`src/rtl/iobus_pkg.sv`:
```
// iobus_pkg: shared definitions for the I/O-window interconnect.
//   state_e      controller states (IDLE, WAIT, STAT, FAIL)
//   CAUSE_*      error cause codes recorded in the status word
//   STAT_*       bit positions inside the 32-bit status word
//   status_t     compact register image of the status word
//   status_word  expands status_t into the CPU-visible 32-bit word
package iobus_pkg;

    typedef enum logic [1:0] {
        ST_IDLE = 2'd0,
        ST_WAIT = 2'd1,
        ST_STAT = 2'd2,
        ST_FAIL = 2'd3
    } state_e;

    localparam logic [1:0] CAUSE_NONE     = 2'b00;
    localparam logic [1:0] CAUSE_UNMAPPED = 2'b01;
    localparam logic [1:0] CAUSE_TIMEOUT  = 2'b10;

    localparam int STAT_VALID_BIT = 31;
    localparam int STAT_CAUSE_LSB = 29;
    localparam int STAT_WE_BIT    = 28;
    localparam int STAT_CNT_LSB   = 16;
    localparam int STAT_ADDR_LSB  = 0;

    typedef struct packed {
        logic       valid;
        logic [1:0] cause;
        logic       we;
        logic [7:0] cnt;
        logic [5:0] addr;
    } status_t;

    function automatic logic [31:0] status_word(input status_t s);
        logic [31:0] w;
        w = '0;
        w[STAT_VALID_BIT]        = s.valid;
        w[STAT_CAUSE_LSB +: 2]   = s.cause;
        w[STAT_WE_BIT]           = s.we;
        w[STAT_CNT_LSB +: 8]     = s.cnt;
        w[STAT_ADDR_LSB +: 6]    = s.addr;
        return w;
    endfunction

endpackage

```
`src/rtl/iobus_dec.sv`:
```
// iobus_dec: combinational decoder of a 6-bit I/O window word index.
//   addr_i      word index within the window
//   sel_o       one-hot channel select (lowest channel index wins overlaps)
//   hit_o       some channel matches (never set when addr_i is the status slot)
//   err_slot_o  addr_i is the status register slot
module iobus_dec
    import iobus_pkg::*;
#(
    parameter int                    CHAN_NUM  = 12,
    parameter logic [CHAN_NUM*6-1:0] CHAN_BASE = '0,
    parameter logic [CHAN_NUM-1:0]   CHAN_SPAN = '0,
    parameter logic [5:0]            ERR_SLOT  = 6'd46
) (
    input  logic [5:0]          addr_i,
    output logic [CHAN_NUM-1:0] sel_o,
    output logic                hit_o,
    output logic                err_slot_o
);

    always_comb begin
        sel_o      = '0;
        hit_o      = 1'b0;
        err_slot_o = (addr_i == ERR_SLOT);
        // Walk from the highest index down so the lowest matching channel is
        // the last one written and therefore wins.
        for (int i = CHAN_NUM - 1; i >= 0; i--) begin
            if (CHAN_SPAN[i] ? (addr_i[5:1] == CHAN_BASE[6*i+1 +: 5])
                             : (addr_i == CHAN_BASE[6*i +: 6])) begin
                sel_o    = '0;
                sel_o[i] = 1'b1;
                hit_o    = 1'b1;
            end
        end
        if (err_slot_o) begin
            sel_o = '0;
            hit_o = 1'b0;
        end
    end

endmodule

```
`src/rtl/iobus_ctrl.sv`:
```
// iobus_ctrl: I/O-window interconnect between the CPU bus and CHAN_NUM peripherals.
// Decodes the window into one-hot channel strobes, returns the selected channel's
// data/ack with no added latency, and guards against unmapped accesses and
// missing acks with a forced one-cycle ack plus a sticky error status register.
//   clk_i, rst_i        clock, asynchronous active-high reset
//   io_stb_i/we_i       CPU access strobe (held until ack) and write enable
//   io_addr_i/din_i     window word index, write data
//   io_dout_o/ack_o     read data and access-complete to the CPU
//   chan_stb_o          one-hot peripheral strobes
//   chan_dout_i/ack_i   peripheral read data (channel i at [32i+31:32i]) and acks
//   err_flag_o          sticky error present (status bit 31)
//   err_rst_o           one-cycle pulse on FAIL entry
// Build option: define IOBUS_ERR_RST_EN to enable err_rst_o; otherwise it is tied 0.
module iobus_ctrl
    import iobus_pkg::*;
#(
    parameter int                    CHAN_NUM    = 12,
    parameter logic [CHAN_NUM*6-1:0] CHAN_BASE   = {6'd11, 6'd10, 6'd9, 6'd8, 6'd7, 6'd6,
                                                    6'd5,  6'd4,  6'd3, 6'd2, 6'd1, 6'd0},
    parameter logic [CHAN_NUM-1:0]   CHAN_SPAN   = '0,
    parameter logic [5:0]            ERR_SLOT    = 6'd46,
    parameter int                    TIMEOUT_CYC = 1023
) (
    input  logic                     clk_i,
    input  logic                     rst_i,
    input  logic                     io_stb_i,
    input  logic                     io_we_i,
    input  logic [5:0]               io_addr_i,
    input  logic [31:0]              io_din_i,
    output logic [31:0]              io_dout_o,
    output logic                     io_ack_o,
    output logic [CHAN_NUM-1:0]      chan_stb_o,
    input  logic [32*CHAN_NUM-1:0]   chan_dout_i,
    input  logic [CHAN_NUM-1:0]      chan_ack_i,
    output logic                     err_flag_o,
    output logic                     err_rst_o
);

`ifdef IOBUS_ERR_RST_EN
    localparam logic ERR_RST_EN = 1'b1;
`else
    localparam logic ERR_RST_EN = 1'b0;
`endif

    localparam int CNT_W = $clog2(TIMEOUT_CYC + 1);

    state_e             state_q;
    logic [CNT_W-1:0]   cnt_q;
    status_t            status_q, status_d;
    logic               err_rst_q;

    logic [CHAN_NUM-1:0] sel;
    logic                hit, err_slot;
    logic                chan_ack_sel;
    logic [31:0]         chan_dout_sel;
    logic                unmapped_evt, timeout_evt, stat_clr;
    logic                unused_din;

    // Any write to the status slot clears it; the data value carries no meaning.
    assign unused_din = ^io_din_i;

    iobus_dec #(
        .CHAN_NUM  (CHAN_NUM),
        .CHAN_BASE (CHAN_BASE),
        .CHAN_SPAN (CHAN_SPAN),
        .ERR_SLOT  (ERR_SLOT)
    ) u_dec (
        .addr_i     (io_addr_i),
        .sel_o      (sel),
        .hit_o      (hit),
        .err_slot_o (err_slot)
    );

    // sel is one-hot, so an AND-OR mux is enough.
    always_comb begin
        chan_ack_sel  = 1'b0;
        chan_dout_sel = '0;
        for (int i = 0; i < CHAN_NUM; i++) begin
            if (sel[i]) begin
                chan_ack_sel  = chan_ack_sel | chan_ack_i[i];
                chan_dout_sel = chan_dout_sel | chan_dout_i[32*i +: 32];
            end
        end
    end

    // The timer counts down from TIMEOUT_CYC-1 loaded on WAIT entry, so
    // reaching zero in WAIT is the TIMEOUT_CYC-th cycle after the strobe.
    assign unmapped_evt = (state_q == ST_IDLE) && io_stb_i && !hit && !err_slot;
    assign timeout_evt  = (state_q == ST_WAIT) && io_stb_i && !chan_ack_sel && (cnt_q == '0);
    assign stat_clr     = (state_q == ST_STAT) && io_stb_i && io_we_i;

    always_comb begin
        status_d = status_q;
        if (stat_clr) begin
            status_d = '0;
        end
        // An error recorded in the same cycle as a clear starts a fresh record.
        if (unmapped_evt || timeout_evt) begin
            if (status_d.valid) begin
                if (status_d.cnt != 8'hFF) begin
                    status_d.cnt = status_d.cnt + 8'd1;
                end
            end else begin
                status_d.valid = 1'b1;
                status_d.cause = unmapped_evt ? CAUSE_UNMAPPED : CAUSE_TIMEOUT;
                status_d.we    = io_we_i;
                status_d.cnt   = 8'd1;
                status_d.addr  = io_addr_i;
            end
        end
    end

    always_ff @(posedge clk_i or posedge rst_i) begin
        if (rst_i) begin
            state_q   <= ST_IDLE;
            cnt_q     <= '0;
            status_q  <= '{valid: 1'b0, cause: CAUSE_NONE, we: 1'b0, cnt: 8'd0, addr: 6'd0};
            err_rst_q <= 1'b0;
        end else begin
            status_q  <= status_d;
            err_rst_q <= 1'b0;
            case (state_q)
                ST_IDLE: begin
                    if (io_stb_i) begin
                        if (err_slot) begin
                            state_q <= ST_STAT;
                        end else if (unmapped_evt) begin
                            state_q   <= ST_FAIL;
                            err_rst_q <= ERR_RST_EN;
                        end else if (!chan_ack_sel) begin
                            // A channel acking in the strobe cycle is already done.
                            state_q <= ST_WAIT;
                            cnt_q   <= CNT_W'(TIMEOUT_CYC - 1);
                        end
                    end
                end
                ST_WAIT: begin
                    if (!io_stb_i || chan_ack_sel) begin
                        state_q <= ST_IDLE;
                    end else if (timeout_evt) begin
                        state_q   <= ST_FAIL;
                        err_rst_q <= ERR_RST_EN;
                    end else begin
                        cnt_q <= cnt_q - 1'b1;
                    end
                end
                default: state_q <= ST_IDLE;
            endcase
        end
    end

    always_comb begin
        io_ack_o  = 1'b0;
        io_dout_o = '0;
        case (state_q)
            ST_STAT: begin
                io_ack_o  = 1'b1;
                io_dout_o = status_word(status_q);
            end
            ST_FAIL: io_ack_o = 1'b1;
            default: begin
                if (io_stb_i && hit) begin
                    io_ack_o  = chan_ack_sel;
                    io_dout_o = chan_dout_sel;
                end
            end
        endcase
    end

    assign chan_stb_o = (io_stb_i && state_q != ST_FAIL) ? sel : '0;
    assign err_flag_o = status_q.valid;
    assign err_rst_o  = err_rst_q;

endmodule

```
`config.mk`:
```
export PLATFORM = sky130hd
export DESIGN_NAME = iobus_ctrl
export DESIGN_NICKNAME = d
export VERILOG_FILES = /design/src/rtl/iobus_pkg.sv /design/src/rtl/iobus_dec.sv /design/src/rtl/iobus_ctrl.sv
export SDC_FILE = /design/constraint.sdc
export NUM_CORES = 1
export LEC_CHECK = 0
export ABC_AREA = 0
export ABC_CLOCK_PERIOD_IN_PS = 3500
export CORE_AREA = 2 2 188 190
export CTS_CLUSTER_SIZE = 16
export DETAILED_ROUTE_END_ITERATION = 8
export DIE_AREA = 0 0 190 192
export HOLD_SLACK_MARGIN = 0.12
export SYNTH_ARGS = -nofsm -noshare
export SYNTH_HDL_FRONTEND = slang
export SYNTH_HIERARCHICAL = 1
export SYNTH_SLANG_ARGS = --single-unit
```
`constraint.sdc`:
```
create_clock -name clk_i -period 3.5 [get_ports clk_i]
set_input_delay 0.7 -clock clk_i [delete_from_list [all_inputs] [get_ports clk_i]]
set_output_delay 0.7 -clock clk_i [all_outputs]
set_load 0.01 [all_outputs]
```
# Word level (Yosys, flattened, before mapping)
# Cells that the tools add are included.
# word_totals
regBits	30
latch_bits	0
ramBits	0
rom_bits	0
input_bits	438
elab_cells	155
mem_count	0
# classes
n_addsub	2
multipliers	0
div_mod_pow	0
n_lt_le_gt_ge	0
eq_ne	25
shift	0
muxes	76
bitwise	22
reduce_logical	23
# ops
cell	n
two-way mux 32 bit	13
bitwise OR 32 bit	11
two-way mux 12 bit	14
one-hot mux 32 bit (2 select lines)	1
two-way mux 10 bit	6
two-way mux 18 bit	2
two-way mux 1 bit	27
equality test 6 x 3 -> 1 bit, second input constant	4
equality test 6 x 4 -> 1 bit, second input constant	4
one-hot mux 10 bit (2 select lines)	1
two-way mux 8 bit	2
two-way mux 2 bit	7
!= test 2 bit, second input constant	7
equality test 6 x 2 -> 1 bit, second input constant	2
bitwise OR 1 bit	11
logical AND 1 bit	10
zero test 10 bit	1
subtractor 10 x 1 -> 10 bit, second input constant	1
adder 8 x 1 -> 8 bit, second input constant	1
!= test 8 bit, second input constant	1
AND reduction 7 bit	1
equality test 6 x 1 -> 1 bit, second input constant	1
equality test 6 bit, second input constant	1
zero test 6 bit	1
other kinds (13)	18

# Longest topological paths before layout
# Gate-level depths: netlist of run 1.
# logic_depth
word_depth	43
ltp_mapped	11

# Hierarchy
# The synthesis of run 1 kept the hierarchy.
# modules_own_cells
mod	n_inst	cells_each	area_each_um2	seq_area_each_um2
iobus_ctrl	1	538	4042.6	750.7
iobus_dec	1	21	123.9	0.0

# Least setup slack after synthesis of run 1
# Ideal clock, no wire load.
# synth_timing
path_type	input to output
from	input port io_addr_i[4]
to	output port io_dout_o[24]
arrival_time_ps	2688
required_ps	2800
slack_ps	112
cell_stages	8
n_path_buf	3
cell_sequence	or4b_4 > nor3_1 > clkbuf_1 > clkbuf_1 > clkbuf_1 > a22oi_1 > and3_1 > a31oi_1
# synth_via
elab_cells_between_ends	65
# synth_lines
item	line_no	rtl
start, declared	iobus_ctrl.sv:28	input logic [5:0] io_addr_i,
equality test 6 x 4 -> 1 bit	iobus_dec.sv:28	: (addr_i == CHAN_BASE[6*i +: 6])) begin
two-way mux 12 bit (11 in series)	iobus_dec.sv:27	if (CHAN_SPAN[i] ? (addr_i[5:1] == CHAN_BASE[6*i+1 +: 5])
two-way mux 12 bit (*)	iobus_dec.sv:34	if (err_slot_o) begin
named net sel[8]	iobus_ctrl.sv:52	logic [CHAN_NUM-1:0] sel;
two-way mux 32 bit (*)	iobus_ctrl.sv:79	if (sel[i]) begin
bitwise OR 32 bit	iobus_ctrl.sv:81	chan_dout_sel = chan_dout_sel | chan_dout_i[32*i +: 32];
two-way mux 32 bit (*)	iobus_ctrl.sv:79	
bitwise OR 32 bit	iobus_ctrl.sv:81	
two-way mux 32 bit (*)	iobus_ctrl.sv:79	
bitwise OR 32 bit	iobus_ctrl.sv:81	
two-way mux 32 bit (*)	iobus_ctrl.sv:79	
two-way mux 32 bit (*)	iobus_ctrl.sv:162	if (io_stb_i && hit) begin
one-hot mux 32 bit (2 select lines) (*)	iobus_ctrl.sv:155	case (state_q)
end, declared	iobus_ctrl.sv:30	output logic [31:0] io_dout_o,
# Mark *: on every way through the listed nets, which the timed path passes. The rest lies on a longest branch.

# Worst setup path in the final report of run 1
# layout_timing
from	input port io_addr_i[5]
to	output port io_dout_o[12]
# layout_via
elab_cells_between_ends	65
# layout_lines
item	line_no
equality test 6 x 4 -> 1 bit	iobus_dec.sv:28
two-way mux 12 bit (11 in series)	iobus_dec.sv:27
two-way mux 12 bit (*)	iobus_dec.sv:34
named net sel[10]	iobus_ctrl.sv:52
two-way mux 32 bit (*)	iobus_ctrl.sv:79
bitwise OR 32 bit	iobus_ctrl.sv:81
two-way mux 32 bit (*)	iobus_ctrl.sv:79
two-way mux 32 bit (*)	iobus_ctrl.sv:162
one-hot mux 32 bit (2 select lines) (*)	iobus_ctrl.sv:155
# Marked as above.

==> results.cfg, run 1 <==
[timing]
skew_ps = 6.365
finalHoldViolCount = 0
fin_ws_ps = 46.99
fin_tns_setup_ps = 0
fin_crit_ps = 3453
worstMarginPinSlew_ps = 522.9
fmax_mhz = 289.6
post-route-period-util_pct = 98.66
setup_viol = 0
slew_viol_final = 0
maxSlewHeadroom_pct = 65.14

[routing]
drt-initial-drc-count = 491
dr.pass1.iters = 5
routed-via-count = 7498
avgRoutedWirePerCell_microns = 25.88
via_per_inst = 4.797
ant_nets = 0
totalWireLength_microns = 40450
drc_errors = 0

[placed_design]
numPortBuffers = 451
dpl.hpwl_microns = 33400
gp_congestion = 0.9008
place_ws_ps = -1060

[cells_and_area]
fill_cells = 3581
drive_gt1_share_pct = 22.55
nets = 1543
layout_common_cells = clkdlybuf4s50_1 (411), buf_4 (117), a22o_1 (64), a221oi_1 (64), a22oi_1 (62)
multi_input_area_sq_um = 3453
area_growth_syn_to_layout_pct = 160.4
final_common_cell = clkdlybuf4s50_1
seq_area_sq_um = 750.7

[yosys]
syn_area_per_cell_sq_um = 7.453
synth_fp_nets = 999
ys_ff_latch = 30
yosys.area.top_type_share_pct = 18.02
synth_edf_count = 0
ys.flop_type = dfrtp_1
synth_top_area_cell = dfrtp_1
synthDistinctLibCells = 47
synthArstFlopShare_pct = 100.0
yosys_warnings = 6
syn_inst = 559
ys_seq_area_share_pct = 18.02
synth_area_leaders = dfrtp_1 (18%), a221oi_1 (15%), a22o_1 (14%)
synth_area_sq_um = 4166

[cts]
cts_tree = yes
cts.sinks = 30
cts.hold.buffers_added = 0
insertion_delay_ps = 280
cts_htree_levels = 2
clock-root-buffer = clkbuf_16
clock_path_buffers = 2
cts_made_buffers = 5
clk_pin_slew_worst_paths_ps = 50

[power_and_ir_drop]
p_per_area_nw_per_um2 = 180.7
vdd_drop_max_uv = 182.0
p_leak_nw = 4.001

[global_routing]
grt_overflow_total = 0
antenna_found_initial = 6
grt_pass1_vias = 7822
grt_first_pass_wirelength_microns = 54140
grt_use_total_pct = 20.71
grt_max_degree = 31

[run_status]
outcome = complete, no violations

[setup_path]
cp.required_ps = 2800
cp_max_fo = 5
path_class = input pin to primary output
crit_arrival_ps = 2750
startpoint_type = input pin
critPathCaptureType = primary output

[die]
rows = 68
die_w_microns = 190
dieArea_sq_um = 36480
io_pins = 485
core_sq_um = 34290
die_height_microns = 192
start_util_pct = 12.15

[min_path]
min_path_type = flip-flop to flip-flop

[flow_run]
cap_violations = 0
[path summary, 6_finish.rpt]
path,cells after the start,endpoint,slack [ps],start
max in group asynchronous,3,cnt_q[9]$_DFFE_PP0P_,2380,rst_i
hold reg to reg,2,cnt_q[6]$_DFFE_PP0P_,520,cnt_q[6]$_DFFE_PP0P_
setup / recovery,12,io_dout_o[12],50,io_addr_i[5]
setup reg to reg,6,status_q[11]$_DFF_PP0_,460,cnt_q[3]$_DFFE_PP0P_
min in group asynchronous,3,cnt_q[5]$_DFFE_PP0P_,810,rst_i
hold / removal,2,cnt_q[6]$_DFFE_PP0P_,520,cnt_q[6]$_DFFE_PP0P_
[cell usage after synthesis (all sizes together), types with 4 or more instances]
cell and instances:
o21ai 27, nand4 6, a221oi 69, a22oi 63
clkbuf 63, and2 15, nand2b 6, a21oi 7
dfrtp 30, nor3 6, nor2b 4, inv 7
and3 33, nand4b 4, nor2 23, a22o 68
or3 4, nand2 52, xor2 6, o22ai 7
a31oi 17, nand3 7, or4 4
[final cells by class]
type,instances,share of cell area (%)
inverters,7,0.2422
clock buffers,6,1.280
multi-input cells,457,31.83
well taps,455,5.247
diodes,4,0.09226
clock inverters,2,0.1153
flip-flops and latches,30,6.920
repair buffers,602,54.27
[critical path, stage by stage]
cell	delay, ps
buf_4	140
or4b_4	590
buf_6	150
nor2_4	120
buf_12	140
buf_12	130
buf_6	100
a221oi_1	70
and3_1	200
a31oi_1	150
buf_4	160
buf_6	100
[registers in the layout, indices dropped and copies added, names as in the netlist]
signal / count
cnt_q: 10
err_flag_o: 1
state_q: 2
status_q: 17
[where the power goes]
group | internal, mW | switching, mW | total, mW | leakage (nW)
Clock | 0.281 | 0.163 | 0.444 | 0.0729
Sequential | 0.434 | 0.0853 | 0.519 | 0.348
Combinational | 0.619 | 0.377 | 0.997 | 3.58
[logic make-up after synthesis]
logic type	share of synthesized area, %
AOI/OAI and AO/OA	50.99
and+or+nand+nor	22.46
adders and majority gates	0.6005
buffers and inverters	6.577
other	0.09000
DFF	18.02
xor gates and xnor gates	1.261
[metal layers]
layer	track usage, %	routed length (microns)
met1	25.82	16120
met2	35.78	19840
met3	3.983	3282
met4	6.708	1190
met5	0	13
[stage by stage]
step	cells	area, sq um	hold WS (ps)	power [mW]	util (%)
after floorplan	559	4167	474.3	0.7843	-
after detailed placement	1520	10250	507.3	1.494	29.89
after CTS	1550	10760	522.7	1.954	31.37
final	1563	10850	524.9	1.960	31.64
after global routing	1561	10840	548.4	2.071	31.63
after global placement	1520	10250	495.9	1.490	29.89
[what timing repair did]
item / CTS / global route
setup endpoints to repair: 54 / 42
resized for setup: 218 / 48
gates cloned: 3 / 0
setup buffers: 23 / 14
pin swaps: 23 / 29
Note: power is estimated with default switching activity, not from simulation.
==> run 2, diff against run 1 <==
--- a/config.mk
+++ b/config.mk
@@ -12,6 +12,7 @@
 export DETAILED_ROUTE_END_ITERATION = 8
 export DIE_AREA = 0 0 190 192
 export HOLD_SLACK_MARGIN = 0.12
+export MAX_ROUTING_LAYER = met4
 export SYNTH_ARGS = -nofsm -noshare
 export SYNTH_HDL_FRONTEND = slang
 export SYNTH_HIERARCHICAL = 1
==> results.cfg, run 2 (synthesis gave the netlist of run 1 again) <==
[run_status]
outcome = complete, no violations

[cts]
cts.hold.buffers_added = 0
clk_pin_slew_worst_paths_ps = 50
insertion_delay_ps = 280
cts_made_buffers = 5
clock-root-buffer = clkbuf_16
cts.sinks = 30
cts_htree_levels = 2
clock_path_buffers = 2
cts_tree = yes

[timing]
slew_viol_final = 0
fmax_mhz = 288.7
post-route-period-util_pct = 98.97
skew_ps = 6.969
maxSlewHeadroom_pct = 54.23
rsz0062_at_grt = yes
worstMarginPinSlew_ps = 680.3
finalHoldViolCount = 0
setup_viol = 0
fin_crit_ps = 3464
fin_tns_setup_ps = 0
hold_ws_ps = 513.5

[placed_design]
gp_congestion = 0.9554
dp.cells = 1516
numPortBuffers = 451
dpl.hpwl_microns = 32960

[global_routing]
antenna_found_initial = 3
grt_max_degree = 31
grt_first_pass_wirelength_microns = 53990
grt_use_total_pct = 21.23
grt_pass1_vias = 7760
grt_overflow_total = 0

[setup_path]
crit_path_frequent_cell = buf_12
critPathCaptureType = primary output
cp_cell_sequence = buf_2 > or4b_4 > buf_12 > nor2_4 > buf_12 > buf_12 > a22o_1 > a221oi_1 > and3_1 > a31oi_4 > buf_2
crit_family = simple AND/OR/NAND/NOR gates
startpoint_type = input pin
critPathMaxStageDelay_ps = 590
path_class = input pin to primary output
cp_max_fo = 8
cp_num_buf_inv = 5
crit_path_top_delay_cell = or4b_4
crit_arrival_ps = 2760
cp.required_ps = 2800

[die]
die_w_microns = 190
start_util_pct = 12.15
core_sq_um = 34290
rows = 68
dieArea_sq_um = 36480
die_height_microns = 192
io_pins = 485

[routing]
dr.pass1.iters = 5
drc_errors = 0
totalWireLength_microns = 40230
ant_nets = 0
routed-via-count = 7501
via_per_inst = 4.833
avgRoutedWirePerCell_microns = 25.92
drt-initial-drc-count = 484

[flow_run]
cap_violations = 0

[cells_and_area]
largest_reg_flops = 17
nets = 1533
final_common_cell = clkdlybuf4s50_1
fin_cells = 1552
layout_common_cells = clkdlybuf4s50_1 (412), buf_4 (93), a22o_1 (62)
top_regs = status_q: 17 flops, cnt_q: 10 flops, state_q: 2 flops
regMostFlops = status_q
drive_gt1_share_pct = 22.76
area_growth_syn_to_layout_pct = 166.0

[power_and_ir_drop]
total_power_mw = 2.016
vdd_drop_max_uv = 182.9
p_per_area_nw_per_um2 = 181.9
p_leak_nw = 4.020

[min_path]
min_path_type = flip-flop to flip-flop
[run 2: cell count changes in the layout (fill, tap and decap cells not counted), sizes merged]
cell	previous run	this run
buf	189	171
clkdlybuf4s15	1	6
clkbuf	6	10
bufbuf	0	1
clkdlybuf4s50	411	412
clkinv	1	0
clkinvlp	1	0
diode	4	3
dlygate4sd2	1	0
[run 2: layout make-up]
cell class,count,area (sq um)
diodes,3,7.507
clock buffers,8,166.4
fillers,3547,23210
inverters,7,26.28
multi-input cells,457,3592
flip-flops and latches,30,750.7
well taps,455,569.3
repair buffers,592,5969
[run 2: final timing paths]
| check | startpoint | to | slack [ps] | cells after the start |
|---|---|---|---|---|
| setup / recovery | io_addr_i[3] | io_dout_o[27] | 40 | 11 |
| hold / removal | cnt_q[6]$_DFFE_PP0P_ | cnt_q[6]$_DFFE_PP0P_ | 510 | 2 |
| setup reg to reg | cnt_q[3]$_DFFE_PP0P_ | status_q[11]$_DFF_PP0_ | 470 | 6 |
| hold reg to reg | cnt_q[6]$_DFFE_PP0P_ | cnt_q[6]$_DFFE_PP0P_ | 510 | 2 |
| max in group asynchronous | rst_i | status_q[3]$_DFF_PP0_ | 2370 | 3 |
| min in group asynchronous | rst_i | cnt_q[2]$_DFFE_PP0P_ | 820 | 3 |
[run 2: power by group]
group | internal, mW | leakage, nW | switching [mW]
registers | 0.434 | 0.348 | 0.0868
logic | 0.623 | 3.59 | 0.386
clock network | 0.322 | 0.0832 | 0.164
[run 2: routing by layer]
layer  vias to the layer above  part of all wire, %  global-route usage [%]
met5                         -                    0                       -
met4                         0                  2.3                   5.069
met3                        61                  7.1                   3.399
met2                       408                   50                   36.64
met1                      3661                   41                   25.86
li1                       3371                    -                       -
[run 2: metrics by stage]
step / setup slack [ps] / utilization (%) / cell area (sq um)
global route: -18.87 / 32.32 / 11080
detailed placement: -1108 / 29.84 / 10230
floorplan: 111.7 / - / 4167
finish: 36.00 / 32.32 / 11080
global placement: -1099 / 29.84 / 10230
CTS: 0.08527 / 31.93 / 10950
[run 2: what timing repair did]
action / CTS / global route
setup buffers: 26 / 2
pin swaps: 23 / 17
setup endpoints to repair: 49 / 29
gates resized for setup: 236 / 33
cloned: 2 / 0
[run 2: tightest hold or removal path: stages, from the launching register on]
cell and delay [ps]:
dfrtp_1 360, xor2_1 70, nand2_1 50
==> run 3, diff against run 2 <==
--- a/config.mk
+++ b/config.mk
@@ -7,6 +7,7 @@
 export LEC_CHECK = 0
 export ABC_AREA = 0
 export ABC_CLOCK_PERIOD_IN_PS = 3500
+export CAP_MARGIN = 10
 export CORE_AREA = 2 2 188 190
 export CTS_CLUSTER_SIZE = 16
 export DETAILED_ROUTE_END_ITERATION = 8
==> results of run 3 <==
Final layout, timing and power as in run 2 (identical DEF).
